`config.mk`:
```
export PLATFORM = sky130hd
export DESIGN_NAME = key_sw_io_device
export DESIGN_NICKNAME = d
export VERILOG_FILES = /design/src/rtl/key_sw_io_device_pkg.sv /design/src/rtl/key_sw_io_device_debouncer.sv /design/src/rtl/key_sw_io_device.sv
export SDC_FILE = /design/constraint.sdc
export NUM_CORES = 1
export LEC_CHECK = 0
export ABC_AREA = 1
export BUFFER_PORTS_ARGS = -buffer_cell sky130_fd_sc_hd__buf_2
export CAP_MARGIN = 10
export CORE_ASPECT_RATIO = 1.5
export CORE_UTILIZATION = 51
export CTS_CLUSTER_DIAMETER = 200
export DETAILED_ROUTE_END_ITERATION = 16
export PLACE_DENSITY = 0.83
export SYNTH_ARGS = -nofsm -noshare
export SYNTH_HDL_FRONTEND = slang
export SYNTH_SLANG_ARGS = --single-unit
```
`constraint.sdc`:
```
create_clock -name clk -period 2.05 [get_ports clk]
set_input_delay 0.5125 -clock clk [delete_from_list [all_inputs] [get_ports clk]]
set_output_delay 0.5125 -clock clk [all_outputs]
set_load 0.05 [all_outputs]
```
`src/rtl/key_sw_io_device_pkg.sv`:
```
// Shared constants for the KEY/SW input responder: register addresses,
// CTRL bit positions, idle input levels and the address-decode select type.
package io_pkg;

    localparam logic [31:0] KDATA_ADDR = 32'hF000_0010;
    localparam logic [31:0] SDATA_ADDR = 32'hF000_0014;
    localparam logic [31:0] KCTRL_ADDR = 32'hF000_0110;
    localparam logic [31:0] SCTRL_ADDR = 32'hF000_0114;

    localparam int unsigned READY_BIT   = 0;
    localparam int unsigned OVERRUN_BIT = 2;
    localparam int unsigned IE_BIT      = 8;

    localparam logic [3:0] KEY_IDLE = 4'hF;
    localparam logic [9:0] SW_IDLE  = '0;

    typedef enum logic [2:0] {
        SEL_NONE,
        SEL_KDATA,
        SEL_SDATA,
        SEL_KCTRL,
        SEL_SCTRL
    } regSel_t;

endpackage

```
`src/rtl/key_sw_io_device_debouncer.sv`:
```
// Two-flop synchronizer plus counter debouncer for one input group;
// 'changed' is high during the cycle whose closing edge updates 'stable'.
module io_debouncer #(
    parameter int unsigned      WIDTH           = 4,
    parameter int unsigned      DEBOUNCE_CYCLES = 10000,
    parameter int unsigned      DEB_WIDTH       = 16,
    parameter logic [WIDTH-1:0] IDLE            = '0
) (
    input  logic             clk,
    input  logic             reset,
    input  logic [WIDTH-1:0] raw,
    output logic [WIDTH-1:0] stable,
    output logic             changed
);

    localparam logic [DEB_WIDTH-1:0] LAST = DEB_WIDTH'(DEBOUNCE_CYCLES - 1);

    logic [WIDTH-1:0]     sync1;
    logic [WIDTH-1:0]     sync2;
    logic [DEB_WIDTH-1:0] count;
    logic                 mismatch;

    assign mismatch = (sync2 != stable);
    assign changed  = mismatch && (count == LAST);

    always_ff @(posedge clk) begin
        if (reset) begin
            sync1  <= IDLE;
            sync2  <= IDLE;
            stable <= IDLE;
            count  <= '0;
        end else begin
            sync1 <= raw;
            sync2 <= sync1;
            if (!mismatch) begin
                count <= '0;
            end else if (changed) begin
                stable <= sync2;
                count  <= '0;
            end else begin
                count <= count + 1'b1;
            end
        end
    end

endmodule

```
`src/rtl/key_sw_io_device.sv`:
```
// Memory-mapped read-side I/O: debounced KEY/SW data registers and sticky
// KCTRL/SCTRL status. Define IO_DEVICE_INTR_EN to enable IE bits and intr.
module key_sw_io_device
    import io_pkg::*;
#(
    parameter int unsigned      DBITS           = 32,
    parameter logic [DBITS-1:0] ADDR_KEY        = KDATA_ADDR,
    parameter logic [DBITS-1:0] ADDR_SW         = SDATA_ADDR,
    parameter logic [DBITS-1:0] ADDR_KCTRL      = KCTRL_ADDR,
    parameter logic [DBITS-1:0] ADDR_SCTRL      = SCTRL_ADDR,
    parameter int unsigned      DEBOUNCE_CYCLES = 10000,
    parameter int unsigned      DEB_WIDTH       = 16
) (
    input  logic             clk,
    input  logic             reset,
    input  logic [DBITS-1:0] addr,
    input  logic             rdEn,
    input  logic             wrtEn,
    input  logic [DBITS-1:0] wrtData,
    input  logic [3:0]       KEY,
    input  logic [9:0]       SW,
    output logic [DBITS-1:0] rdData,
    output logic             hit,
    output logic             intr
);

`ifdef IO_DEVICE_INTR_EN
    localparam bit INTR_EN = 1'b1;
`else
    localparam bit INTR_EN = 1'b0;
`endif

    logic [3:0] keyStable;
    logic [9:0] swStable;
    logic       keyChanged;
    logic       swChanged;
    regSel_t    sel;

    logic kReady, kOverrun, kIe;
    logic sReady, sOverrun, sIe;
    logic kRdClr, sRdClr, kWr, sWr;
    logic unusedWrt;

    io_debouncer #(
        .WIDTH(4), .DEBOUNCE_CYCLES(DEBOUNCE_CYCLES),
        .DEB_WIDTH(DEB_WIDTH), .IDLE(KEY_IDLE)
    ) keyDeb (
        .clk(clk), .reset(reset), .raw(KEY),
        .stable(keyStable), .changed(keyChanged)
    );

    io_debouncer #(
        .WIDTH(10), .DEBOUNCE_CYCLES(DEBOUNCE_CYCLES),
        .DEB_WIDTH(DEB_WIDTH), .IDLE(SW_IDLE)
    ) swDeb (
        .clk(clk), .reset(reset), .raw(SW),
        .stable(swStable), .changed(swChanged)
    );

    always_comb begin
        sel = SEL_NONE;
        if (addr == ADDR_KEY)        sel = SEL_KDATA;
        else if (addr == ADDR_SW)    sel = SEL_SDATA;
        else if (addr == ADDR_KCTRL) sel = SEL_KCTRL;
        else if (addr == ADDR_SCTRL) sel = SEL_SCTRL;
    end

    assign hit    = (sel != SEL_NONE);
    assign kRdClr = rdEn && (sel == SEL_KDATA);
    assign sRdClr = rdEn && (sel == SEL_SDATA);
    assign kWr    = wrtEn && (sel == SEL_KCTRL);
    assign sWr    = wrtEn && (sel == SEL_SCTRL);

    // Keys are active-low on the board; invert so a pressed key reads 1.
    always_comb begin
        rdData = '0;
        if (rdEn) begin
            unique case (sel)
                SEL_KDATA: rdData[3:0] = ~keyStable;
                SEL_SDATA: rdData[9:0] = swStable;
                SEL_KCTRL: begin
                    rdData[READY_BIT]   = kReady;
                    rdData[OVERRUN_BIT] = kOverrun;
                    rdData[IE_BIT]      = kIe;
                end
                SEL_SCTRL: begin
                    rdData[READY_BIT]   = sReady;
                    rdData[OVERRUN_BIT] = sOverrun;
                    rdData[IE_BIT]      = sIe;
                end
                default: rdData = '0;
            endcase
        end
    end

    // A new update wins over a same-edge data read: READY stays set and
    // OVERRUN is only raised when no clearing read accompanies the update.
    always_ff @(posedge clk) begin
        if (reset) begin
            kReady   <= 1'b0;
            kOverrun <= 1'b0;
            kIe      <= 1'b0;
        end else begin
            if (kWr) begin
                if (!wrtData[OVERRUN_BIT]) kOverrun <= 1'b0;
                kIe <= INTR_EN & wrtData[IE_BIT];
            end
            if (keyChanged) begin
                kReady <= 1'b1;
                if (kReady && !kRdClr) kOverrun <= 1'b1;
            end else if (kRdClr) begin
                kReady <= 1'b0;
            end
        end
    end

    always_ff @(posedge clk) begin
        if (reset) begin
            sReady   <= 1'b0;
            sOverrun <= 1'b0;
            sIe      <= 1'b0;
        end else begin
            if (sWr) begin
                if (!wrtData[OVERRUN_BIT]) sOverrun <= 1'b0;
                sIe <= INTR_EN & wrtData[IE_BIT];
            end
            if (swChanged) begin
                sReady <= 1'b1;
                if (sReady && !sRdClr) sOverrun <= 1'b1;
            end else if (sRdClr) begin
                sReady <= 1'b0;
            end
        end
    end

`ifdef IO_DEVICE_INTR_EN
    always_ff @(posedge clk) begin
        if (reset) intr <= 1'b0;
        else       intr <= (kReady & kIe) | (sReady & sIe);
    end
`else
    assign intr = 1'b0;
`endif

    assign unusedWrt = ^{wrtData[DBITS-1:IE_BIT], wrtData[IE_BIT-1:OVERRUN_BIT+1],
                         wrtData[OVERRUN_BIT-1:0]};

endmodule

```
==> results of run 1 <==
## final cells by class
| type | count | area [um^2] | area share |
|---|---|---|---|
| multi-input cells | 378 | 2000 | 0.418 |
| flip-flops and latches | 78 | 1560 | 0.326 |
| repair buffers | 78 | 618 | 0.129 |
| inverters | 79 | 297 | 0.0619 |
| clock buffers | 11 | 141 | 0.0295 |
| well taps | 100 | 125 | 0.0261 |
| clock inverters | 4 | 47.5 | 0.00992 |
## worst max-delay path by stage
| stage | startpoint | end | slack, ps | depth (start not counted) |
|---|---|---|---|---|
| after floorplan | addr[23] | rdData[0] | -440 | 9 |
| after global placement | addr[5] | rdData[8] | -380 | 10 |
| after detailed placement | addr[5] | rdData[6] | -400 | 10 |
| after CTS | addr[3] | rdData[2] | -220 | 10 |
| after global routing | addr[16] | rdData[5] | -330 | 10 |
| final | addr[0] | rdData[0] | -240 | 10 |
## per-stage QoR
step / util / hold slack (ps) / worst slack (ps) / instances / cell area, um^2
detailed placement: 0.596 / 396 / -405 / 712 / 4310
CTS: 0.643 / 327 / -222 / 727 / 4640
finish: 0.663 / 349 / -236 / 728 / 4790
global placement: 0.596 / 389 / -383 / 712 / 4310
floorplan: - / 388 / -436 / 567 / 3980
global route: 0.663 / 321 / -331 / 728 / 4790
## layer usage
layer	global-route usage	wire, um	up-vias
met2	0.411	4360	82
li1	-	-	1781
met3	0.0534	306	15
met5	0	0	-
met4	0.101	163	0
met1	0.184	3050	1577
## kinds of logic (layout without fill, tap and decap cells)
logic type | after synthesis | in the layout
simple gates | 304 | 304
xor+xnor | 20 | 20
fa+ha+maj | 2 | 2
flops | 78 | 78
buf+inv | 111 | 172
other cells | 1 | 23
compound gates | 29 | 29
## layout by cell type, fill, tap and decap left out, drive strengths merged, types with 2 or more instances in the layout
cell    count
buf        78
dfxtp      78
or2        14
clkbuf     11
nand4      12
nand3      27
nor3       16
a21oi      15
clkinv      2
xor2       13
nor2      126
inv        79
o211ai      2
conb       23
o21ai       6
ha          2
xnor2       7
nand2     107
## state kept, by name, indices dropped and copies added (netlist names)
signal,count
keyDeb.count,16
swDeb.count,16
swDeb.stable,10
swDeb.sync1,10
swDeb.sync2,10
keyDeb.stable,4
keyDeb.sync1,4
keyDeb.sync2,4
kOverrun,1
kReady,1
sOverrun,1
sReady,1
## repair_timing
item / 4_1_cts / 5_1_grt
endpoints found under the setup margin: 11 / 11
gates cloned: 0 / 0
gates resized for setup: 43 / 34
endpoints found under the hold margin: 0 / 0
pin swaps: 13 / 24
setup buffers: 0 / 2
## power breakdown
group	internal, mW	leakage [nW]	switching [mW]
combinational	0.103	1.31	0.209
clock	0.585	0.0952	0.523
sequential	1.55	0.635	0.0183
==> metrics.md, run 1 <==
| Metric | Value |
|---|---|
| Status | finished with violations |
| Violations in the final reports | negative setup slack |
| Proportion of layout cells with a drive suffix above 1 | 0.258 |
| Leakage | 2.04 nW |
| First-pass DRT Iterations | 4 |
| Data required, critical path | 1540 ps |
| Effective utilization at floorplan | 0.524 |
| Synth Area in Simple Gates | 0.349 |
| Maximum VDD drop | around 0.0005 V |
| Antenna Cells | 0 |
| Number of warnings issued by yosys | 0 |
| Mean Syn Cell Area | 6.95 um^2 |
| Launch instance of the worst min-delay path | KEY[1] |
| Number of CTS-inserted buffers | 9 |
| Final critical-path share of the clock period | 1.12 |
| Cell at the root of the clock tree | clkbuf_8 |
| Initial antenna violation count | 0 |
| Total congestion overflow | 0 |
| Post-synthesis mux area share | 0 |
| Number of nets with antenna violations after detailed routing | 0 |
| Number of core rows | 38 |
| Number of register bits inferred by synthesis | 78 |
| Setup repair after global routing missed its margin | true |
| Post-synthesis share of cell area spent on full adders, half adders and majority gates | 0.00661 |
| Number of buffer cells added on primary ports | 61 |
| Maximum number of pins on one net before global-route repair | 23 |
| Kind of start point of the critical path | input pin |
| Hold Crit Depth | 2 |
| Worst min-delay path class | in2reg |
| Die area | between 7000 and 8000 um^2 |
| Count of pins over their slew limit | 0 |
| Internal reg-to-reg setup slack | around 220 ps |
| Filler cell count in the final layout | 616 |
| CP most frequent cell | nor2_4 |
| Sum of buffers and inverters on the critical path | 3 |
| Async set or reset register ratio after synthesis | 0 |
| Dpl hpwl | about 5.5 mm |
| Setup slack after layout | -236 ps |
| Count of endpoints failing hold in the final timing report | 0 |
| Number of buffers inserted for hold repair after clock tree synthesis | 0 |
| Achievable frequency | between 0.4 and 0.5 GHz |
| Crit-path leading delay family | simple AND/OR/NAND/NOR gates |
| Area share of the largest cell type after synthesis | 0.412 |
| CP peak stage delay | about 170 ps |
| Vertical die dimension | 108 um |
| Gr usage total | 0.207 |
| Via count of the first global-routing pass | between 3000 and 4000 |
| End point of the worst hold path | keyDeb.sync1[1] |
| Complex-gate fraction of the synthesized area | 0.0439 |
| CP Cell Sequence | buf_2 -> nor2_4 -> nand2_2 -> nor2_4 -> buf_6 -> nand4_1 -> nand4_1 -> nand2_2 -> nor2_4 -> buf_6 |
| Worst-skew pair later-pin latency | 350 ps |
| Clock tree buffer depth | 2 |
| Final critical path time including I/O delays and setup | roughly 2300 ps |
| Clock H-tree levels | 3 |
| Critical path start-end classification | in2out |
| Master of the slowest instance on the critical path | nand4_1 |
| Core outline area | 7230 um^2 |
| Total standard cell area after synthesis | between 3000 and 4000 um^2 |
| Dominant cells by area after synthesis | dfxtp_1 (41%), nor2_1 (12%), nand2_1 (10%) |
| Total via count in the routed design | between 3000 and 4000 |
| Routability congestion estimate from global placement | about 0.78 |
| Area growth from synthesis to layout | 26.6% |
| Total I/O pin count | about 120 |
| Library cell occupying the most area in the post-synthesis netlist | dfxtp_1 |
| Data arrival time of the worst path | around 1800 ps |
| CTS clock-pin slew for the worst setup and hold paths | 70 ps |
| Routed via count divided by cell count | between 4 and 5 |
| Commonest cells in the netlist | nor2_1 (121), nand2_1 (102), dfxtp_1 (78) |
| Fin nets | just over 700 |
| Summed negative setup slack over all endpoints | -2060 ps |
| Fraction of the yosys area taken by sequential cells | 0.412 |
| CP Capture Type | primary output |
| Combinational family with the most area after synthesis | simple AND/OR/NAND/NOR gates |
| Path depth of the worst reg2reg path | 9 |
| DR DRC count | 0 |
| Count of maximum capacitance violations | 0 |
| Wire length of the first global-routing pass | 12.6 mm |
| Post-route total power | about 3 mW |
| Final count of negative-setup-slack endpoints | 11 |
| Number of DRC violations after detailed-routing iteration 0 | 92 |
| Post-synth top flop | dfxtp_1 |
| XOR/XNOR share of the synthesized area | 0.0463 |
| Peak fanout along the critical path | 4 |
| Width of the die | approximately 72 um |
| Reg-to-reg endpoint | swDeb.stable[1] |
| Worst clock skew on the final layout | between 8 and 9 ps |
| P per Cell Area | about 620 nW/um^2 |
| Synthesized netlist cell count | 545 |
| Wire length after detailed routing | slightly below 8 mm |
| Average wire length per cell after detail routing | approximately 11 um |
| Source of the worst register-to-register timing path | swDeb.count[0] |
| TritonCTS clock tree | yes |
| Clk sinks | ~80 |
| Number of unique standard cell types used by synthesis | 37 |
| Dominant cell by count in the synthesized netlist | nor2_1 |
| Number of flops mapped to enable cells by yosys | 0 |
Power figures use the tool's default switching activity.
==> run 2, diff against run 1 <==
--- a/config.mk
+++ b/config.mk
@@ -5,14 +5,14 @@
 export SDC_FILE = /design/constraint.sdc
 export NUM_CORES = 1
 export LEC_CHECK = 0
-export ABC_AREA = 1
 export BUFFER_PORTS_ARGS = -buffer_cell sky130_fd_sc_hd__buf_2
 export CAP_MARGIN = 10
 export CORE_ASPECT_RATIO = 1.5
 export CORE_UTILIZATION = 51
 export CTS_CLUSTER_DIAMETER = 200
 export DETAILED_ROUTE_END_ITERATION = 16
-export PLACE_DENSITY = 0.83
+export PLACE_DENSITY = 0.84
+export SLEW_MARGIN = 5
 export SYNTH_ARGS = -nofsm -noshare
 export SYNTH_HDL_FRONTEND = slang
 export SYNTH_SLANG_ARGS = --single-unit
==> run 2 against run 1 <==
Net effect:
- highest routed layer unchanged
- power increased by 6.8%
- non-clock buffer count up 8
- core utilization up 0.45 points
- die area down 5.6%
- combinational power rose by 2%
- maximum frequency is 2.0% lower
- sequential power barely moved
- worst setup slack worse by 47 ps
- the flow still finishes with violations (negative setup slack)
- clock-buffer cell count grew 2
==> metrics.md, run 2 <==
| Metric | Value |
|---|---|
| Status | finished with violations |
| Violations in the final reports | negative setup slack |
| Maximum VDD drop | 0.000871 V |
| Antenna Cells | 0 |
| Uppermost signal routing layer after detailed routing | met4 |
| Clock tree buffer depth | 2 |
| Instance count after placement with tap cells included | roughly 540 |
| Effective utilization at floorplan | 0.525 |
| Vertical die dimension | between 100 and 150 um |
| TritonCTS clock tree | yes |
| Total congestion overflow | 0 |
| Relative slew slack | 0.651 |
| Post-route total power | between 3 and 4 mW |
| Dominant cell by count in the synthesized netlist | dfxtp_1 |
| Worst clock skew on the final layout | approximately 2.3 ps |
| DR DRC count | 0 |
| Total via count in the routed design | 3003 |
| Initial antenna violation count | 0 |
| Average wire length per cell after detail routing | between 10 and 15 um |
| Gr usage total | 0.228 |
| Peak fanout along the critical path | 6 |
| Width of the die | roughly 70 um |
| Dpl hpwl | roughly 5.6 mm |
| Number of flops mapped to enable cells by yosys | 0 |
| Async set or reset register ratio after synthesis | 0 |
| Final critical-path share of the clock period | 1.14 |
| Worst slack after detailed placement | -470 ps |
| Number of buffers inserted for hold repair after clock tree synthesis | 0 |
| Die area | between 7000 and 8000 um^2 |
| CP Capture Type | primary output |
| Final non-filler cell area | about 4500 um^2 |
| Area share of the largest cell type after synthesis | 0.437 |
| Placed cell areas | between 4000 and 5000 um^2 |
| Setup repair after global routing missed its margin | true |
| Critical path start-end classification | in2out |
| Number of CTS-inserted buffers | 9 |
| Proportion of layout cells with a drive suffix above 1 | 0.281 |
| Non-Filler Instances | around 560 |
| Commonest cells in the netlist | dfxtp_1 (78), nor2_1 (32), nand2_1 (29) |
| Data required, critical path | ~1500 ps |
| Worst min-delay path class | in2reg |
| Number of unique standard cell types used by synthesis | 45 |
| Final count of negative-setup-slack endpoints | 11 |
| Number of buffer cells added on primary ports | slightly above 60 |
| Actual slew at the worst max-slew pin | about 520 ps |
| P per Cell Area | around 700 nW/um^2 |
| Total I/O pin count | roughly 120 |
| Via count of the first global-routing pass | ~3000 |
| Wire length after detailed routing | between 7 and 8 mm |
| Sum of buffers and inverters on the critical path | 3 |
| Number of warnings issued by yosys | 0 |
| Fin nets | 556 |
| First-pass DRT Iterations | 4 |
| Setup slack after layout | -284 ps |
| Count of pins over their slew limit | 0 |
| Dominant cells by area after synthesis | dfxtp_1 (44%), buf_4 (5.3%), xnor2_1 (4.4%) |
| Largest registers in the final layout | keyDeb.count (16), swDeb.count (16) |
| Clk sinks | 78 |
| Mean Syn Cell Area | between 9 and 10 um^2 |
| Post-synth top flop | dfxtp_1 |
| Achievable frequency | about 0.43 GHz |
| Number of register bits inferred by synthesis | 78 |
| Data arrival time of the worst path | between 1500 and 2000 ps |
| Total standard cell area after synthesis | about 3600 um^2 |
| CP Cell Sequence | buf_6 -> nor4b_4 -> nand4_1 -> nor3_2 -> buf_4 -> and2_4 -> buf_8 |
| Met1 Routed Length | 3.01 mm |
| Worst hold slack | 339 ps |
| Wire length of the first global-routing pass | roughly 13 mm |
| CTS clock-pin slew for the worst setup and hold paths | about 70 ps |
| Number of core rows | 37 |
| Clock H-tree levels | 3 |
| Count of endpoints failing hold in the final timing report | 0 |
| Cell at the root of the clock tree | clkbuf_8 |
| Final critical path time including I/O delays and setup | 2330 ps |
| Amount of wire on met3 after detailed routing | between 300 and 400 um |
| Number of DRC violations after detailed-routing iteration 0 | about 150 |
| Worst-skew pair later-pin latency | roughly 350 ps |
| Crit-path leading delay family | simple AND/OR/NAND/NOR gates |
| Synthesized netlist cell count | around 390 |
| Master of the slowest instance on the critical path | nor4b_4 |
| Leakage | around 1.8 nW |
| CP peak stage delay | 260 ps |
| Routed via count divided by cell count | between 5 and 6 |
| Count of maximum capacitance violations | 0 |
| Kind of start point of the critical path | input pin |
| Commonest cells after routing, fill and taps aside | dfxtp_1 (78), buf_2 (41), nor2_1 (31), nand2_1 (29), buf_4 (24) |
| Core outline area | between 6000 and 7000 um^2 |
| Library cell occupying the most area in the post-synthesis netlist | dfxtp_1 |
| Routability congestion estimate from global placement | 0.842 |
| Maximum number of pins on one net before global-route repair | 34 |
| Number of nets with antenna violations after detailed routing | 0 |
| Fraction of the yosys area taken by sequential cells | 0.437 |
| Detailed-routed wire length on met2 | approximately 4.2 mm |
| Most common cell after layout, fill and taps aside | dfxtp_1 |
| Area growth from synthesis to layout | 27.3% |
[run 2: changes by cell type after synthesis, moves of 12 or more]
cell / previous run / this run
nor4_1: 1 / 13
nand2_1: 102 / 29
nor2b_1: 0 / 22
inv_1: 77 / 7
nor2_1: 121 / 32
[run 2: final cells by class]
| cell class | count | area [um^2] |
|---|---|---|
| clock inverter | 3 | 65.1 |
| multi-input combinational | 289 | 1970 |
| inverter | 8 | 30.0 |
| sequential | 78 | 1560 |
| tap | 78 | 97.6 |
| clock buffer | 13 | 169 |
| timing repair buffer | 86 | 656 |
| fill | 541 | 2260 |
[run 2: worst register-to-register path, delay by kind of cell (launching register included)]
kind / cells / cell delay (ps)
compound gates: 1 / 440
flops: 1 / 340
simple gates: 3 / 990
[run 2: layer usage]
metal / up-vias / GRT usage
met4: 0 / 0.134
met5: - / 0
li1: 1488 / -
met2: 88 / 0.405
met3: 22 / 0.0552
met1: 1405 / 0.238
[run 2: final timing paths]
path | startpoint | slack, ps | cells past startpoint | endpoint
worst min register to register | keyDeb.sync1[0] | 410 | 1 | keyDeb.sync2[0]
worst min-delay path | KEY[1] | 340 | 2 | keyDeb.sync1[1]
worst max register to register | keyDeb.count[11] | 160 | 4 | keyDeb.count[10]
worst max-delay path | addr[0] | -280 | 7 | rdData[8]
[run 2: report_power, final]
group | switching, mW | leakage (nW) | internal (mW)
Clock | 0.521 | 0.120 | 0.784
Combinational | 0.201 | 1.03 | 0.116
Sequential | 0.0185 | 0.635 | 1.55
[run 2: logic make-up after synthesis]
family | after synthesis | synth area share
compound gates | 31 | 0.0603
flops | 78 | 0.437
buf+inv | 44 | 0.0746
other cells | 1 | 0.00105
mux | 12 | 0.0406
fa+ha+maj | 2 | 0.00701
xor+xnor | 36 | 0.0883
simple gates | 185 | 0.291
[run 2: per-stage QoR]
stage,setup TNS [ps],utilization
after floorplan,-3790,-
after global placement,-4100,0.603
after detailed placement,-4250,0.603
after CTS,-2470,0.664
after global routing,-3300,0.668
final,-2570,0.668
[run 2: repair_timing]
| action | 4_1_cts | 5_1_grt |
|---|---|---|
| resized for setup | 51 | 4 |
| cloned | 0 | 0 |
| pin swaps | 11 | 3 |
| buffers inserted | 1 | 0 |
| endpoints found under the setup margin | 11 | 11 |
==> run 3, diff against run 2 <==
--- a/config.mk
+++ b/config.mk
@@ -7,11 +7,14 @@
 export LEC_CHECK = 0
 export BUFFER_PORTS_ARGS = -buffer_cell sky130_fd_sc_hd__buf_2
 export CAP_MARGIN = 10
+export CELL_PAD_IN_SITES_DETAIL_PLACEMENT = 1
+export CELL_PAD_IN_SITES_GLOBAL_PLACEMENT = 1
 export CORE_ASPECT_RATIO = 1.5
-export CORE_UTILIZATION = 51
+export CORE_UTILIZATION = 39
+export CTS_BUF_LIST = sky130_fd_sc_hd__clkbuf_8
 export CTS_CLUSTER_DIAMETER = 200
 export DETAILED_ROUTE_END_ITERATION = 16
-export PLACE_DENSITY = 0.84
+export PLACE_DENSITY = 0.87
 export SLEW_MARGIN = 5
 export SYNTH_ARGS = -nofsm -noshare
 export SYNTH_HDL_FRONTEND = slang
==> run 3 against run 2 <==
Net effect:
- the flow still finishes with violations (negative setup slack)
- power is 5.9% lower
- non-clock buffer count is 4 lower
- flip-flop and latch count stayed put
- largest cell class unchanged
- sequential power hardly changed
- first-iteration DRC count is 40% lower
==> metrics.md, run 3 (synthesized netlist as in run 2, its figures left out) <==
| Metric | Value |
|---|---|
| Status | finished with violations |
| Violations in the final reports | negative setup slack |
| Worst clock skew on the final layout | approximately 9.2 ps |
| Master of the slowest instance on the critical path | nor4b_4 |
| Total I/O pin count | roughly 120 |
| Number of DRC violations after detailed-routing iteration 0 | 88 |
| Most common cell after layout, fill and taps aside | dfxtp_1 |
| First-pass DRT Iterations | 4 |
| Maximum number of pins on one net before global-route repair | 34 |
| Effective utilization at floorplan | 0.402 |
| Total via count in the routed design | 3010 |
| Vertical die dimension | between 100 and 150 um |
| CP Capture Type | primary output |
| Number of CTS-inserted buffers | 9 |
| Count of endpoints failing hold in the final timing report | 0 |
| Clk sinks | 78 |
| Count of pins over their slew limit | 0 |
| Number of nets with antenna violations after detailed routing | 0 |
| Width of the die | about 80 um |
| Final critical-path share of the clock period | 1.14 |
| Data arrival time of the worst path | 1820 ps |
| Total congestion overflow | 0 |
| Routability congestion estimate from global placement | ~0.82 |
| Number of buffer cells added on primary ports | slightly above 60 |
| Placed cell areas | 4100 um^2 |
| Largest registers in the final layout | keyDeb.count (16), swDeb.count (16) |
| Final critical path time including I/O delays and setup | ~2300 ps |
| Internal reg-to-reg setup slack | 170 ps |
| TritonCTS clock tree | yes |
| CP Cell Sequence | buf_6 -> nor4b_4 -> nand4_1 -> nor3_2 -> buf_4 -> and2_4 -> buf_8 |
| Commonest cells after routing, fill and taps aside | dfxtp_1 (78), buf_2 (39), nor2_1 (31), nand2_1 (29), conb_1 (23) |
| Maximum VDD drop | 0.000387 V |
| Count of maximum capacitance violations | 0 |
| Worst min-delay path class | in2reg |
| Clock H-tree levels | 3 |
| Peak fanout along the critical path | 6 |
| Clock tree buffer depth | 2 |
| Cell at the root of the clock tree | clkbuf_8 |
| Wire length of the first global-routing pass | roughly 15 mm |
| Crit-path leading delay family | simple AND/OR/NAND/NOR gates |
| Gr usage total | 0.208 |
| Core outline area | 8880 um^2 |
| Initial antenna violation count | 0 |
| Fin nets | between 500 and 600 |
| Number of buffers inserted for hold repair after clock tree synthesis | 0 |
| Kind of start point of the critical path | input pin |
| Setup slack after layout | -286 ps |
| Final non-filler cell area | between 4000 and 5000 um^2 |
| Relative slew slack | 0.657 |
| Final count of negative-setup-slack endpoints | 11 |
| Dpl hpwl | between 6 and 7 mm |
| Summed negative setup slack over all endpoints | -2800 ps |
| Achievable frequency | 0.428 GHz |
| Filler cell count in the final layout | between 1000 and 1500 |
| CTS clock-pin slew for the worst setup and hold paths | approximately 70 ps |
| P per Cell Area | roughly 660 nW/um^2 |
| Worst hold slack | 347 ps |
| Average wire length per cell after detail routing | roughly 16 um |
| Data required, critical path | approximately 1500 ps |
| Area growth from synthesis to layout | 27.3% |
| Worst-skew pair later-pin latency | between 300 and 400 ps |
| Die area | between 9000 and 10000 um^2 |
| Leakage | about 1.8 nW |
| Via count of the first global-routing pass | about 3300 |
| Wire length after detailed routing | 9.32 mm |
| Routed via count divided by cell count | just over 5 |
| Antenna Cells | 0 |
| Sum of buffers and inverters on the critical path | 3 |
| Proportion of layout cells with a drive suffix above 1 | 0.270 |
| DR DRC count | 0 |
| Setup repair after global routing missed its margin | true |
| Critical path start-end classification | in2out |
| Number of core rows | 42 |
| CP peak stage delay | around 260 ps |
| Actual slew at the worst max-slew pin | ~500 ps |
-- run 3: cell types whose count changed in the layout (fill, tap and decap cells not counted), moves of 2 or more --
cell,delta
buf_4,-6
buf_2,-2
buf_6,+2
buf_8,+2
inv_1,+2
-- run 3: layout make-up --
class / instances / area (um^2) / share of cell area
tap: 110 / 138 / 0.0303
inverter: 8 / 30.0 / 0.00661
sequential: 78 / 1560 / 0.344
timing repair buffer: 82 / 653 / 0.144
clock buffer: 11 / 151 / 0.0333
multi-input combinational: 289 / 1970 / 0.434
clock inverter: 3 / 37.5 / 0.00826
-- run 3: power by group --
group	switching, mW	internal (mW)	total [mW]
clock	0.503	0.607	1.11
combinational	0.207	0.112	0.320
sequential	0.0207	1.55	1.57
total	0.731	2.27	3.00
-- run 3: through the flow --
step	power, mW	instances	util	setup slack [ps]
6_report	3.00	581	0.512	-286
3_3_place_gp	1.88	565	0.462	-433
2_1_floorplan	1.82	411	-	-390
5_1_grt	3.12	581	0.512	-360
3_5_place_dp	1.90	565	0.462	-429
4_1_cts	3.03	581	0.511	-291
-- run 3: final timing paths --
kind | from | to | depth (start not counted)
worst max-delay path | addr[0] | rdData[6] | 7
worst min-delay path | KEY[2] | keyDeb.sync1[2] | 2
worst max register to register | keyDeb.count[0] | keyDeb.count[14] | 5
worst min register to register | keyDeb.sync1[1] | keyDeb.sync2[1] | 1
-- run 3: worst reg2reg max path, stage by stage, from the launching register on --
cell and delay [ps]:
dfxtp_1 400, ha_1 220, nand3_1 140, or3_4 440, o211ai_4 440, a21oi_1 110
-- run 3: metal layers --
| metal | routed length (um) | vias to the layer above | global-route usage |
|---|---|---|---|
| met3 | 296 | 14 | 0.0444 |
| met1 | 3490 | 1462 | 0.210 |
| li1 | - | 1475 | - |
| met5 | 0 | - | 0 |
| met4 | 148 | 0 | 0.0904 |
| met2 | 5390 | 59 | 0.395 |
-- run 3: timing repair --
item | CTS | global route
setup endpoints to repair | 11 | 11
endpoints found under the hold margin | 0 | 0
gates resized for setup | 59 | 2
setup buffers | 2 | 0
pin swaps | 12 | 4
